--- src/rtl/fwd_layer_mac.sv ---
// Sequences one fully-connected layer: reads x/w, accumulates, then writes act(acc) per neuron.
// Latency: 1 + N_OUT*(N_IN+2) cycles from pass sampling to done_o; en_i=0 freezes everything.
module fwd_layer_mac #(
  parameter int N_IN  = 4,
  parameter int N_OUT = 4,
  parameter int DW    = 8,
  parameter int ACCW  = 20,
  parameter int SHIFT = 0,
  localparam int XAW  = (N_IN > 1) ? $clog2(N_IN) : 1,
  localparam int WAW  = (N_IN * N_OUT > 1) ? $clog2(N_IN * N_OUT) : 1,
  localparam int YAW  = (N_OUT > 1) ? $clog2(N_OUT) : 1
) (
  input  logic           clk_i,
  input  logic           rst_i,
  input  logic           en_i,
  input  logic           pass_i,
  output logic           rd_en_o,
  output logic [XAW-1:0] x_addr_o,
  input  logic [DW-1:0]  x_data_i,
  output logic [WAW-1:0] w_addr_o,
  input  logic [DW-1:0]  w_data_i,
  output logic           y_we_o,
  output logic [YAW-1:0] y_addr_o,
  output logic [DW-1:0]  y_data_o,
  output logic           done_o,
  output logic           busy_o
);

  typedef enum logic [2:0] {
    S_IDLE,
    S_MAC,
    S_DRAIN,
    S_WRITE,
    S_DONE,
    S_HOLD
  } state_t;

  localparam logic [XAW-1:0] I_LAST = XAW'(N_IN - 1);
  localparam logic [YAW-1:0] J_LAST = YAW'(N_OUT - 1);
  localparam logic signed [ACCW-1:0] Y_MAX = ACCW'((2 ** (DW - 1)) - 1);
  localparam logic [DW-1:0] Y_MAX_DW = {1'b0, {(DW - 1) {1'b1}}};

  state_t                 state_q, state_d;
  logic [XAW-1:0]         i_q, i_d;
  logic [YAW-1:0]         j_q, j_d;
  logic [WAW-1:0]         w_q, w_d;
  logic signed [ACCW-1:0] acc_q, acc_d;
  logic                   vld_q, vld_d;

  logic                   rd_en;
  logic                   y_we;
  logic                   done;

  logic signed [2*DW-1:0] prod;
  logic signed [ACCW-1:0] prod_ext;
  logic signed [ACCW-1:0] acc_sh;
  logic [DW-1:0]          y_act;

  assign prod     = $signed(x_data_i) * $signed(w_data_i);
  assign prod_ext = ACCW'(prod);
  assign acc_sh   = acc_q >>> SHIFT;

  // ReLU below zero, saturate above the largest positive DW-bit value.
  always_comb begin
    y_act = acc_sh[DW-1:0];
    if (acc_sh < 0) begin
      y_act = '0;
    end else if (acc_sh > Y_MAX) begin
      y_act = Y_MAX_DW;
    end
  end

  always_comb begin
    state_d = state_q;
    i_d     = i_q;
    j_d     = j_q;
    w_d     = w_q;
    acc_d   = acc_q;
    vld_d   = 1'b0;
    rd_en   = 1'b0;
    y_we    = 1'b0;
    done    = 1'b0;

    if (vld_q) begin
      acc_d = acc_q + prod_ext;
    end

    unique case (state_q)
      S_IDLE: begin
        acc_d = '0;
        i_d   = '0;
        j_d   = '0;
        w_d   = '0;
        if (pass_i) begin
          state_d = S_MAC;
        end
      end
      S_MAC: begin
        if (!pass_i) begin
          state_d = S_IDLE;
          acc_d   = '0;
        end else begin
          rd_en = 1'b1;
          vld_d = 1'b1;
          w_d   = w_q + 1'b1;
          if (i_q == I_LAST) begin
            state_d = S_DRAIN;
          end else begin
            i_d = i_q + 1'b1;
          end
        end
      end
      S_DRAIN: begin
        if (!pass_i) begin
          state_d = S_IDLE;
          acc_d   = '0;
        end else begin
          state_d = S_WRITE;
        end
      end
      S_WRITE: begin
        if (!pass_i) begin
          state_d = S_IDLE;
          acc_d   = '0;
        end else begin
          y_we  = 1'b1;
          acc_d = '0;
          i_d   = '0;
          if (j_q == J_LAST) begin
            state_d = S_DONE;
          end else begin
            j_d     = j_q + 1'b1;
            state_d = S_MAC;
          end
        end
      end
      S_DONE: begin
        done    = 1'b1;
        state_d = S_HOLD;
      end
      S_HOLD: begin
        if (!pass_i) begin
          state_d = S_IDLE;
        end
      end
      default: begin
        state_d = S_IDLE;
      end
    endcase
  end

  // The valid flag is frozen with everything else, so a stalled read still lands on resume.
  always_ff @(posedge clk_i or posedge rst_i) begin
    if (rst_i) begin
      state_q <= S_IDLE;
      i_q     <= '0;
      j_q     <= '0;
      w_q     <= '0;
      acc_q   <= '0;
      vld_q   <= 1'b0;
    end else if (en_i) begin
      state_q <= state_d;
      i_q     <= i_d;
      j_q     <= j_d;
      w_q     <= w_d;
      acc_q   <= acc_d;
      vld_q   <= vld_d;
    end
  end

  assign rd_en_o  = rd_en & en_i;
  assign y_we_o   = y_we & en_i;
  assign done_o   = done & en_i;
  assign x_addr_o = i_q;
  assign w_addr_o = w_q;
  assign y_addr_o = j_q;
  assign y_data_o = y_act;
  assign busy_o   = (state_q == S_MAC) || (state_q == S_DRAIN) ||
                    (state_q == S_WRITE) || (state_q == S_DONE);

endmodule

--- config.mk ---
export PLATFORM = sky130hd
export DESIGN_NAME = fwd_layer_mac
export DESIGN_NICKNAME = d
export VERILOG_FILES = /design/src/rtl/fwd_layer_mac.sv
export SDC_FILE = /design/constraint.sdc
export NUM_CORES = 1
export LEC_CHECK = 0
export CAP_MARGIN = 20
export CORE_ASPECT_RATIO = 0.8
export CORE_MARGIN = 2
export CORE_UTILIZATION = 55
export CTS_CLUSTER_DIAMETER = 40
export DETAILED_ROUTE_END_ITERATION = 6
export PLACE_DENSITY = 0.87
export SYNTH_ARGS = -nofsm -noshare
export SYNTH_HDL_FRONTEND = slang
export SYNTH_SLANG_ARGS = --single-unit
export TNS_END_PERCENT = 10
--- constraint.sdc ---
create_clock -name clk_i -period 4 [get_ports clk_i]
set_input_delay 0.8 -clock clk_i [delete_from_list [all_inputs] [get_ports clk_i]]
set_output_delay 0.8 -clock clk_i [all_outputs]
set_load 0.005 [all_outputs]
After elaboration in Yosys (flattened, before gate mapping)
Index checks and enable logic that the tools add are counted.
Word-level totals
  register bits: 32
  output and inout port bits: 20
  logic and storage cells: 69
  bits in latches: 0
  memory bits (writable): 0
  input bits: 20
  memories: 0
  ROM bits: 0
Operators by class
  magnitude comparators: 2
  equality and inequality tests: 14
  add/subtract/negate cells: 4
  multiplexer cells: 26
  $mul: 1
  reductions and logical operators: 13
  shifts and indexed selects: 0
  div/mod/pow operators: 0
  bitwise gates (word level): 3
Operators by type and width (number)
  $mux W20: 2
  $pmux W20 S2: 1
  $add A20 B16 Y20: 1
  $gt A20 B8 Y1 const B: 1
  $lt A20 B1 Y1 const B: 1
  $mux W3: 6
  $pmux W3 S6: 1
  $mul A8 B8 Y16: 1
  $mux W8: 2
  $mux W2: 6
  $ne A2 B2 Y1 const B: 6
  $pmux W4 S2: 1
  $reduce_and A4 Y1: 2
  $eq A3 B2 Y1 const B: 2
  $eq A3 B3 Y1 const B: 2
  $pmux W2 S3: 1
  $reduce_and A5 Y1: 1
  $add A2 B1 Y2 const B: 2
  $add A4 B1 Y4 const B: 1
  $eq A2 B2 Y1 const B: 2
  $mux W1: 4
  $mux W4: 1
  $pmux W2 S2: 1
  $reduce_bool A2 Y1: 2
  other kinds (8): 13

Longest topological paths before layout
  depth after elaboration: 5
  mapped depth: 19
  depth with buffers taken out: 18

Least setup slack after synthesis
Ideal clock, no wire load.
  path type: input to register
  from: in w_data_i[1]
  to: reg acc_q[14]
  path slack: -1.498 ns
  arrival time: 5.377 ns
  stages on the path: 13
  required time: 3.878 ns
  setup time: 0.122 ns
  path buffers: 1
  cell sequence: clkbuf_1 and2_1 fa_1 fa_1 fa_1 fa_1 ha_1 ha_1 a21o_1 nor3_1 a211oi_1 or3_1 a32o_1
On the way
  longest elaborated chain between the ends: 5
Ends and longest elaborated chain
  from (decl): RTL line 21  | input logic [DW-1:0] w_data_i,
  $mul A8 B8 Y16 (*): RTL line 59  | assign prod = $signed(x_data_i) * $signed(w_data_i);
  $add A20 B16 Y20 (*): RTL line 85  | acc_d = acc_q + prod_ext;
  $mux W20 (*): RTL line 84  | if (vld_q) begin
  $mux W20: RTL line 99, 114
  $pmux W20 S2 (*): RTL line 88  | unique case (state_q)
  to (signal assigned): RTL line 159  | acc_q <= '0;
  to (signal assigned): RTL line 166  | acc_q <= acc_d;
  to (decl): RTL line 47  | logic signed [ACCW-1:0] acc_q, acc_d;
Every way passes the cells marked *; elsewhere a longest branch is shown, timed or not.
A chain may end at the register's enable or synchronous reset.

Worst setup path after layout
  from: in w_data_i[0]
  to: reg acc_q[14]
The elaborated chain is that of the path after synthesis.

==> metrics.yaml <==
worst_hold_path:
  hp-class: "register to register"
final_layout:
  fin_nets: 823
  multi_input_area_mm2: 0.00438
  syn_to_final_growth_pct: 33.9
  regArea_um2: 801
  design_area_mm2: 0.00692
  stdcell_count: 782
  drive_gt1_frac: 0.283
  fillCellCount: 535
  n_antenna_cell: 0
global_routing:
  grt_pass1_wl_um: 24700
  track_usage: 0.305
  antenna_found_initial: 0
  grt_max_degree: 33
  grt_overflow: 0
  grt_pass1_vias: 5043
clock_network:
  cts_hold_buf: 0
  cts_tree: "built"
  cts_root_buf: "clkbuf_16"
  ctsLongestPathBuffers: 2
  cts.clk_slew.worst_paths_ps: 50
  cts_made_buffers: 5
  clkSinkCount: 32
  insertion_delay_ps: 280
  htreeDepth: 2
worst_setup_path:
  endpoint: "acc_q[14]"
  path_class: "input pin to register"
  timing.rr.end: "acc_q[16]"
  worstPathCellList: "buf_8 -> and2_4 -> buf_12 -> fa_1 -> fa_1 -> fa_1 -> fa_1 -> ha_4 -> ha_4 -> a21o_4 -> nor3_4 -> buf_6 -> a211oi_4 -> or3_1 -> a32o_1"
  cp-start-kind: "input pin"
  slowest_delay_ps: 620
  arrival_ps: 5140
  crit_required_ps: 4160
  cpMostUsedCell: "fa_1"
  timing.reg2reg.setup_slack_ps: -580
  cp_slowest_cell: "fa_1"
  reg2regPathDepth: 18
  reg2reg_from: "acc_q[4]"
  worst_setup_path_end_kind: "register"
  crit_start: "w_data_i[0]"
  cp_max_fo: 4
detailed_routing:
  ant_nets: 0
  first_pass_iters: 5
  routed_wl_um: 15800
  dr.first_iter.drc_count: 408
  vias: 4645
  via_per_inst: 5.94
  drc: 0
  wl_per_cell_um: 20.2
die:
  die_h_um: 90.7
  die-area_mm2: 0.0102
  ios: 40
  start_util: 0.570
  std_cell_rows: 31
  die_w_um: 112
  core_mm2: 0.00908
sta:
  hold_slack_ps: 537
  setup_slack_ps: -972
  slew_violations: 0
  tightest_slew_ps: 1050
  fin_crit_sh: 1.24
  finalSetupViolations: 15
  fin_worst_skew_ps: 6.16
  min_period_ps: 4970
  rsz0062_at_grt: "true"
  hold_violations: 0
  relSlewSlack: 0.298
  fmax_mhz: 201
yosys:
  ys.flop_type: "dfrtp_1"
  syn_avg_cell_area_um2: 9.38
  synth_fp_nets: 708
  syn_area_mm2: 0.00517
  yosysTopAreaCellShare: 0.341
  ys_seq_area_frac: 0.155
  synthCells: 551
  yosys.cell_types.count: 52
  synth.area.top_cells: "fa_1 (34%), dfrtp_1 (15%), ha_1 (12%)"
  yosys_warnings: 0
  synth_edf_count: 0
  yosys_register_bits: 32
  synth.largest_area_cell: "fa_1"
  async_reset_ff_frac: 1.00
placement:
  placed_area_mm2: 0.00636
  place.gp.congestion: 0.952
  port_buffers: 38
  hpwlAfterDp_um: 10700
  placed_cells: 757
job:
  drv_cap: 0
run_status:
  violations: "setup timing"
  outcome: "complete, but fails checks"
repair_timing:
action / 4_1_cts / 5_1_grt
setup endpoints to repair: 16 / 15
buffers inserted: 7 / 11
endpoints found under the hold margin: 0 / 0
gates cloned: 0 / 0
pin swaps: 61 / 33
gates resized for setup: 113 / 34
synthesized netlist by cell type (all sizes together) (3+ instances only):
master	n
a21oi	26
a31oi	3
nor4	6
a211oi	3
a31o	3
o21ai	18
o21a	3
and2	35
a32o	5
or3	4
nor3	10
dfrtp	32
ha	49
a22o	9
fa	88
inv	108
nand3	3
xor2	7
a21o	8
xnor2	12
buf	3
clkbuf	10
nand2b	3
nor2	28
nand2	51
cells by family (layout without fill, tap and decap cells):
kind of cell / count (synthesis) / after routing / synth area share
AO/OA/AOI/OAI: 91 / 91 / 0.121
XOR/XNOR: 19 / 19 / 0.0322
adder cells (fa/ha/maj): 137 / 137 / 0.459
buffers and inverters: 122 / 238 / 0.0900
flip-flops: 32 / 32 / 0.155
multiplexers: 2 / 2 / 0.00387
other: 1 / 1 / 0.000725
AND/OR/NAND/NOR: 147 / 147 / 0.138
state kept, by name (all words and copies together) (netlist names):
signal    count
state_q       3
y_addr_o      2
x_addr_o      2
vld_q         1
w_addr_o      4
acc_q        20
through the flow:
step	TNS, ps	util	worst slack, ps
finish	-10520	0.763	-972
global route	-11770	0.763	-1050
CTS	-9450	0.743	-887
detailed placement	-21940	0.700	-1690
global placement	-20200	0.700	-1590
floorplan	-9290	-	-878
worst max-delay path: cells and delay by family:
family / cells / cell delay, ps
AO/OA/AOI/OAI: 3 / 550
adder cells (fa/ha/maj): 6 / 2680
buffers and inverters: 3 / 360
AND/OR/NAND/NOR: 3 / 740
how the worst min path moves through the flow:
| stage | start | endpoint | slack [ps] | cells after the start |
|---|---|---|---|---|
| floorplan | acc_q[6] | acc_q[6] | 480 | 2 |
| global placement | acc_q[6] | acc_q[6] | 500 | 2 |
| detailed placement | vld_q | vld_q | 520 | 1 |
| CTS | vld_q | vld_q | 530 | 1 |
| global route | vld_q | vld_q | 550 | 1 |
| finish | y_addr_o[0] | y_addr_o[0] | 540 | 1 |
layout by cell type (no fill, tap or decap), types with 3 or more instances in the layout:
cell             netlist  final
and2_4                 0      5
nand2_1               51     44
clkdlybuf4s50_1        0     22
o21ai_2                2      4
buf_6                  0      4
a21oi_1               26     25
nand3_1                3      3
a22o_1                 9      9
o21ai_1                1      5
inv_2                  0     10
nor2_2                 0      4
fa_1                  88     81
o21ai_0               15      8
a21o_1                 8      7
inv_1                108     98
fa_2                   0      7
nor2_1                28     23
xor2_1                 7      7
a32o_1                 5      5
dfrtp_1               32     32
a31oi_1                3      3
nor4_1                 5      4
or3_1                  4      4
and2_1                35     30
ha_4                   0     22
clkbuf_16              0      5
clkbuf_4               0      4
xnor2_1               12     12
nand2_2                0      7
nor3_1                10      6
buf_4                  1     80
buf_12                 0      4
ha_1                  49     26
area by class of cell:
class,instances,area share
clock buffers,6,0.0201
clock inverters,2,0.00145
inverters,109,0.0598
multi-input cells,397,0.632
flip-flops and latches,32,0.116
well taps,115,0.0208
repair buffers,121,0.150
per-layer routing:
| metal | global-route usage | routed length, um |
|---|---|---|
| met5 | 0 | 0 |
| met4 | 0.119 | 841 |
| met3 | 0.0463 | 947 |
| met2 | 0.525 | 7750 |
| met1 | 0.389 | 6220 |
Power is not shown: default switching activity piles up to over one toggle a cycle in this logic, so the estimate is an artifact.
